File: config.mk
export PLATFORM = sky130hd
export DESIGN_NAME = demux_reg_88
export DESIGN_NICKNAME = d
export VERILOG_FILES = /design/src/rtl/demux_reg_88.sv
export SDC_FILE = /design/constraint.sdc
export NUM_CORES = 1
export LEC_CHECK = 0
export ABC_AREA = 1
export CORE_MARGIN = 10
export CORE_UTILIZATION = 45
export CTS_BUF_LIST = sky130_fd_sc_hd__clkbuf_8 sky130_fd_sc_hd__clkbuf_16
export CTS_CLUSTER_DIAMETER = 60
export DETAILED_ROUTE_END_ITERATION = 12
export PLACE_DENSITY = 0.74
export SKIP_CTS_REPAIR_TIMING = 1
export SYNTH_ARGS = -nofsm -noshare
export SYNTH_HDL_FRONTEND = slang
export SYNTH_SLANG_ARGS = --single-unit
File: constraint.sdc
create_clock -name clk -period 16.45 [get_ports clk]
set_clock_uncertainty 0.05 [all_clocks]
set_input_delay 3.29 -clock clk [delete_from_list [all_inputs] [get_ports clk]]
set_output_delay 3.29 -clock clk [all_outputs]
set_load 0.1 [all_outputs]
File: src/rtl/demux_reg_88.sv
// 1-to-8 registered demultiplexer: routes din to holding slot a..h selected by sel,
// with an independent valid/ack handshake per slot and a registered occupancy count.
module demux_reg_88 #(
  parameter int WIDTH = 8
) (
  input  logic             clk,
  input  logic             reset_n,
  input  logic [2:0]       sel,
  input  logic [WIDTH-1:0] din,
  input  logic             in_valid,
  output logic             in_ready,
  output logic [WIDTH-1:0] a,
  output logic [WIDTH-1:0] b,
  output logic [WIDTH-1:0] c,
  output logic [WIDTH-1:0] d,
  output logic [WIDTH-1:0] e,
  output logic [WIDTH-1:0] f,
  output logic [WIDTH-1:0] g,
  output logic [WIDTH-1:0] h,
  output logic [7:0]       y_valid,
  input  logic [7:0]       y_ack,
  output logic [3:0]       count,
  output logic             full
);

  typedef enum logic {EMPTY = 1'b0, FULL = 1'b1} slot_state_e;

  slot_state_e      state_q [8];
  slot_state_e      state_d [8];
  logic [WIDTH-1:0] slot_q  [8];
  logic [7:0]       wr;
  logic [3:0]       count_q;
  logic [3:0]       count_d;
  logic             full_q;
  logic             accept;

  // A slot being acked this cycle is free to take new data in the same cycle.
  assign in_ready = ~y_valid[sel] | y_ack[sel];
  assign accept   = in_valid & in_ready;

  always_comb begin
    // NOTE: every combinational output gets a default first so no path infers a latch.
    wr      = '0;
    count_d = count_q;
    for (int i = 0; i < 8; i++) begin
      state_d[i] = state_q[i];
      // Short-circuit keeps an X on sel harmless while in_valid is low.
      wr[i] = accept && (sel == 3'(i));
      unique case (state_q[i])
        EMPTY: if (wr[i]) begin
          state_d[i] = FULL;
          count_d    = count_d + 4'd1;
        end
        FULL: if (y_ack[i] && !wr[i]) begin
          state_d[i] = EMPTY;
          count_d    = count_d - 4'd1;
        end
        default: state_d[i] = EMPTY;
      endcase
    end
  end

  // NOTE: sequential state uses non-blocking assignments so every register samples pre-edge values.
  always_ff @(posedge clk) begin
    if (!reset_n) begin
      // NOTE: the slot array is reset explicitly because its contents are visible outputs.
      for (int i = 0; i < 8; i++) begin
        state_q[i] <= EMPTY;
        slot_q[i]  <= '0;
      end
      count_q <= '0;
      full_q  <= 1'b0;
    end else begin
      for (int i = 0; i < 8; i++) begin
        state_q[i] <= state_d[i];
        if (wr[i]) slot_q[i] <= din;
      end
      count_q <= count_d;
      full_q  <= (count_d == 4'd8);
    end
  end

  always_comb begin
    for (int i = 0; i < 8; i++) y_valid[i] = (state_q[i] == FULL);
  end

  assign a     = slot_q[0];
  assign b     = slot_q[1];
  assign c     = slot_q[2];
  assign d     = slot_q[3];
  assign e     = slot_q[4];
  assign f     = slot_q[5];
  assign g     = slot_q[6];
  assign h     = slot_q[7];
  assign count = count_q;
  assign full  = full_q;

endmodule

==> results of run 1 <==
-- synth_stat cells (8+ instances only) --
cell type and number:
nor4_1 8, dfxtp_1 13, inv_1 68, nor2_1 67, inv_2 19, a21oi_1 9, nand2_2 28, nand3_1 63
ha_1 15, nand2_4 11, nand2_1 150, edfxtp_1 64
-- layer usage --
layer | up-vias | wire, um | track usage
met5 | - | 0 | 0
met4 | 0 | 327 | 0.0633
met3 | 28 | 1270 | 0.0488
met2 | 175 | 5730 | 0.272
met1 | 1934 | 5290 | 0.196
li1 | 2105 | - | -
-- final cells by class --
cell class	count	area (um^2)
repair buffers	99	991
multi-input cells	408	2210
well taps	136	170
fillers	904	4260
clock buffers	9	124
flip-flops and latches	77	2180
clock inverters	7	91.3
inverters	90	344
-- worst paths after layout --
path | startpoint | end | slack [ns] | cells past startpoint
hold / removal | state_q[1][1] | state_q[1][1] | 0.51 | 2
setup reg to reg | state_q[1][3] | full | 9.66 | 43
hold reg to reg | state_q[1][1] | state_q[1][1] | 0.51 | 2
setup / recovery | sel[1] | full | 6.20 | 43
-- where the power goes --
group | internal [mW] | switching, mW
registers | 0.222 | 0.00861
logic | 0.0728 | 0.192
clock network | 0.0849 | 0.0718
total | 0.380 | 0.272
-- sequential cells by signal, summed over array words and instances (netlist names) --
register and count:
state_q 8, full 1, count 4, slot_q 64
-- logic make-up after synthesis --
group	count (synthesis)
AOI/OAI and AO/OA	29
xor gates and xnor gates	7
adders and majority gates	15
buffers and inverters	103
DFF	77
and+or+nand+nor	357
-- critical path: cells and delay by family --
family	cells	cell delay (ns)
AND/OR/NAND/NOR	17	2.49
adder cells (fa/ha/maj)	7	1.70
buffers and inverters	10	1.49
AO/OA/AOI/OAI	8	1.29
XOR/XNOR	1	0.20
-- per-stage QoR --
stage | hold WS [ns] | cells | util | instance area, um^2 | setup WS (ns)
2_1_floorplan | 0.879 | 588 | - | 4820 | 7.68
3_3_place_gp | 0.500 | 810 | 0.569 | 5900 | 6.27
3_5_place_dp | 0.492 | 810 | 0.569 | 5900 | 5.93
4_1_cts | 0.510 | 826 | 0.589 | 6110 | 6.29
5_1_grt | 0.565 | 826 | 0.589 | 6110 | 5.58
6_report | 0.508 | 826 | 0.589 | 6110 | 6.20
==> metrics.cfg, run 1 <==
[clock_tree]
cts_sinks=77
cts_buffers=9
clkTransAtPathRegs_ns=0.08
cts-root-buf=clkbuf_8
clk_latency_ns=0.35
cts_max_path_buffers=2
cts_tree=yes
cts_max_level=3

[setup_path]
worstSetupStartpointType=primary input
critical_path_class=primary input to flip-flop
cp_common_cell=inv_1
critPathArrivalTime_ns=10.49
cpPeakStageDelay_ns=0.80
required_ns=16.69
cp_max_fo=21
cp_slowest_cell=clkdlybuf4s50_1
end_kind=flip-flop

[drt]
drtPass1Iterations=5
drt-wirelength-per-cell_um=15.3
viasPerCell=5.14
vias=4242
ant_nets=0
drc=0
wl_um=12600
drtIter0Drc=352

[die]
die_h_um=123
num_io_pins=100
core.rowCount=37
core-area_um2=10400
design.die.area_um2=15200
dieWidth_um=123
initial_core_util=0.465

[timing]
worstMarginPinSlew_ns=1.01
finalMaxSlewViolations=0
setup_viol_count_final=0
final.min_clock_period_ns=10.25
period_share=0.623
rsz0062_at_grt=false
setup_tns_ns=0
timing.fmax_mhz=97.6
final-hold-violation-count=0
slew_headroom=0.323

[synthesis]
netlist_area_um2=4820
yosys.area.top_type=edfxtp_1
synth_cell_types=43
async_flop_share=0
avgSynthCellArea_um2=8.19
synth_top_family_by_area=simple AND/OR/NAND/NOR gates
yosys.area_share.simple=0.363
synthAdderAreaFrac=0.0390
synth-seq-cells=77
synth_xor_area_frac=0.0182
synthTopCellsByArea=edfxtp_1, nand2_1, nand3_1
ys.flop_type=edfxtp_1
synth_edf_count=64
synth_top_area_share=0.399
synth_compound_area_frac=0.0387
ys_seq_area_frac=0.453
syn_nets=625
synth.area.mux_share=0
synth_warnings=0
syn_inst=588

[power_and_ir_drop]
finalPower_uw=652
p_leak_nw=2.72
vdd_ir_drop_max_v=0.0000495
power_density_nw_per_um2=107

[finish]
drive_above_1_share=0.146
syn2layout_area_growth_pct=26.8
diodes=0
layout_commonest_cell=nand2_1
layout_common_cells=nand2_1, clkdlybuf4s50_1, inv_1, nor2_1, edfxtp_1
final_net_count=722

[job]
drv_cap=0

[run_status]
status=finished clean

[global_routing]
track_usage=0.164
antenna_found_initial=0
grt_max_degree=22
first_global_vias=4001
grt-ovfl-total=0
grt_pass1_wl_um=19600

[placement]
hpwl_um=10000
routabilityCongestion=0.956
portBuffers=99

[worst_hold_path]
hp-class=flip-flop to flip-flop

(Power assumes the default switching activity.)
==> run 2, diff against run 1 <==
--- a/config.mk
+++ b/config.mk
@@ -11,7 +11,7 @@
 export CTS_BUF_LIST = sky130_fd_sc_hd__clkbuf_8 sky130_fd_sc_hd__clkbuf_16
 export CTS_CLUSTER_DIAMETER = 60
 export DETAILED_ROUTE_END_ITERATION = 12
-export PLACE_DENSITY = 0.74
+export PLACE_DENSITY = 0.76
 export SKIP_CTS_REPAIR_TIMING = 1
 export SYNTH_ARGS = -nofsm -noshare
 export SYNTH_HDL_FRONTEND = slang
==> constraint.sdc (replaced) <==
create_clock -name clk -period 9.3 [get_ports clk]
set_clock_uncertainty 0.05 [all_clocks]
set_input_delay 1.86 -clock clk [delete_from_list [all_inputs] [get_ports clk]]
set_output_delay 1.86 -clock clk [all_outputs]
set_load 0.1 [all_outputs]
==> run 2 against run 1 <==
Compared with the run above:
- core utilization up 0.28 points
- wire length grew 0.60%
- cell area increased by 0.47%
- sequential share of layout area shrank 0.17 points
- count of clock-buffer cells in the layout stayed put
- register-to-register slack got worse by 6.9 ns
- critical path type unchanged
- critical endpoint unchanged
- largest power group unchanged
==> metrics.cfg, run 2 (synthesized netlist as in run 1, its figures left out) <==
[die]
num_io_pins=100
design.die.area_um2=15200
core-area_um2=10400
initial_core_util=0.465
dieWidth_um=123
core.rowCount=37
die_h_um=123

[setup_path]
cp_slowest_cell=clkdlybuf4s50_1
critical_path_class=primary input to flip-flop
cp_max_fo=16
r2r_end=full
cp_common_cell=inv_1
end_kind=flip-flop
worstSetupStartpointType=primary input
rr_startpoint=state_q[1][3]
required_ns=9.55
r2r_cells=45
critPathArrivalTime_ns=8.66
cpPeakStageDelay_ns=0.78
reg2reg_slack_ns=2.81
cp-startpoint=sel[0]

[finish]
diodes=0
layout_commonest_cell=nand2_1
regMostFlops=slot_q
final_cells=826
largest_reg_flops=64
drive_above_1_share=0.148
layout_common_cells=nand2_1, clkdlybuf4s50_1, inv_1, nor2_1, edfxtp_1
final_net_count=723
syn2layout_area_growth_pct=27.4

[drt]
wl_met3_um=1310
highest_layer=met4
dr_wl_met2_um=5780
ant_nets=0
wl_met1_um=5430
wl_um=12700
drtPass1Iterations=5
vias=4245
viasPerCell=5.14
drt-wirelength-per-cell_um=15.4
drc=0
drtIter0Drc=252

[timing]
worstMarginPinSlew_ns=1.02
final.min_clock_period_ns=8.40
rsz0062_at_grt=false
setup_tns_ns=0
setup_viol_count_final=0
period_share=0.904
slew_headroom=0.321
timing.fmax_mhz=119
finalMaxSlewViolations=0
final-hold-violation-count=0
setup_ws_ns=0.895

[power_and_ir_drop]
internal_power_uw=700
p_sw_frac=0.408
p_comb_frac=0.399
p_switching_uw=483
clkPwrFrac=0.257
power_density_nw_per_um2=193
p_leak_nw=2.73
vdd_ir_drop_max_v=0.0000817
sequentialPowerShare=0.344

[worst_hold_path]
hold_depth=2
holdPathEnd=state_q[1][1]
hp-class=flip-flop to flip-flop
hold_start=state_q[1][1]

[clock_tree]
cts_max_level=3
cts_sinks=77
cts-root-buf=clkbuf_8
cts_buffers=9
clkTransAtPathRegs_ns=0.09
cts_max_path_buffers=2
clk_latency_ns=0.36
cts_tree=yes

[job]
drv_cap=0

[global_routing]
grt_pass1_wl_um=19900
grt-ovfl-total=0
grt_max_degree=19
first_global_vias=4014
antenna_found_initial=0
track_usage=0.165

[placement]
dp_slack_ns=0.562
routabilityCongestion=0.930
dp_cells=811
hpwl_um=10000
portBuffers=99

[run_status]
status=finished clean

==> run 2: power groups by stage <==
stage               clock network, mW  logic, mW  registers (mW)
floorplan                           0      0.227           0.553
global placement                    0      0.459           0.415
detailed placement                  0      0.472           0.415
CTS                             0.305      0.473           0.407
global route                    0.320      0.511           0.409
finish                          0.304      0.471           0.407
==> run 2: layout make-up <==
| class | count | area (um^2) |
|---|---|---|
| sequential | 77 | 2180 |
| multi-input combinational | 408 | 2210 |
| inverter | 90 | 344 |
| clock inverter | 6 | 113 |
| clock buffer | 9 | 124 |
| timing repair buffer | 100 | 998 |
| fill | 890 | 4230 |
| tap | 136 | 170 |
==> run 2: stage by stage <==
step	instance area, um^2	hold slack [ns]	total power [mW]	utilization
finish	6140	0.501	1.18	0.592
global route	6140	0.533	1.24	0.592
CTS	6140	0.510	1.19	0.592
detailed placement	5900	0.495	0.886	0.569
global placement	5900	0.487	0.875	0.569
floorplan	4820	0.879	0.781	-
==> run 2: how the worst max path moves through the flow <==
| stage | end | slack, ns |
|---|---|---|
| 3_3_place_gp | full | 0.81 |
| 6_report | full | 0.90 |
| 4_1_cts | full | 0.91 |
| 3_5_place_dp | full | 0.56 |
| 2_1_floorplan | full | 1.96 |
| 5_1_grt | full | 0.19 |
==> run 2: worst max-delay path, delay by kind of cell <==
family,cells,cell delay [ns]
AND/OR/NAND/NOR,18,1.91
buffers and inverters,13,1.85
adder cells (fa/ha/maj),7,1.73
AO/OA/AOI/OAI,7,1.10
XOR/XNOR,1,0.20
==> run 2: per-layer routing <==
| layer | track usage | vias up |
|---|---|---|
| li1 | - | 2097 |
| met1 | 0.203 | 1959 |
| met2 | 0.276 | 173 |
| met3 | 0.0419 | 16 |
| met4 | 0.0539 | 0 |
| met5 | 0 | - |
==> run 3, diff against run 2 <==
--- a/config.mk
+++ b/config.mk
@@ -12,6 +12,7 @@
 export CTS_CLUSTER_DIAMETER = 60
 export DETAILED_ROUTE_END_ITERATION = 12
 export PLACE_DENSITY = 0.76
+export SETUP_SLACK_MARGIN = 0.05
 export SKIP_CTS_REPAIR_TIMING = 1
 export SYNTH_ARGS = -nofsm -noshare
 export SYNTH_HDL_FRONTEND = slang
==> results of run 3 <==
No change in the layout: final DEF, timing and power equal those of run 2.
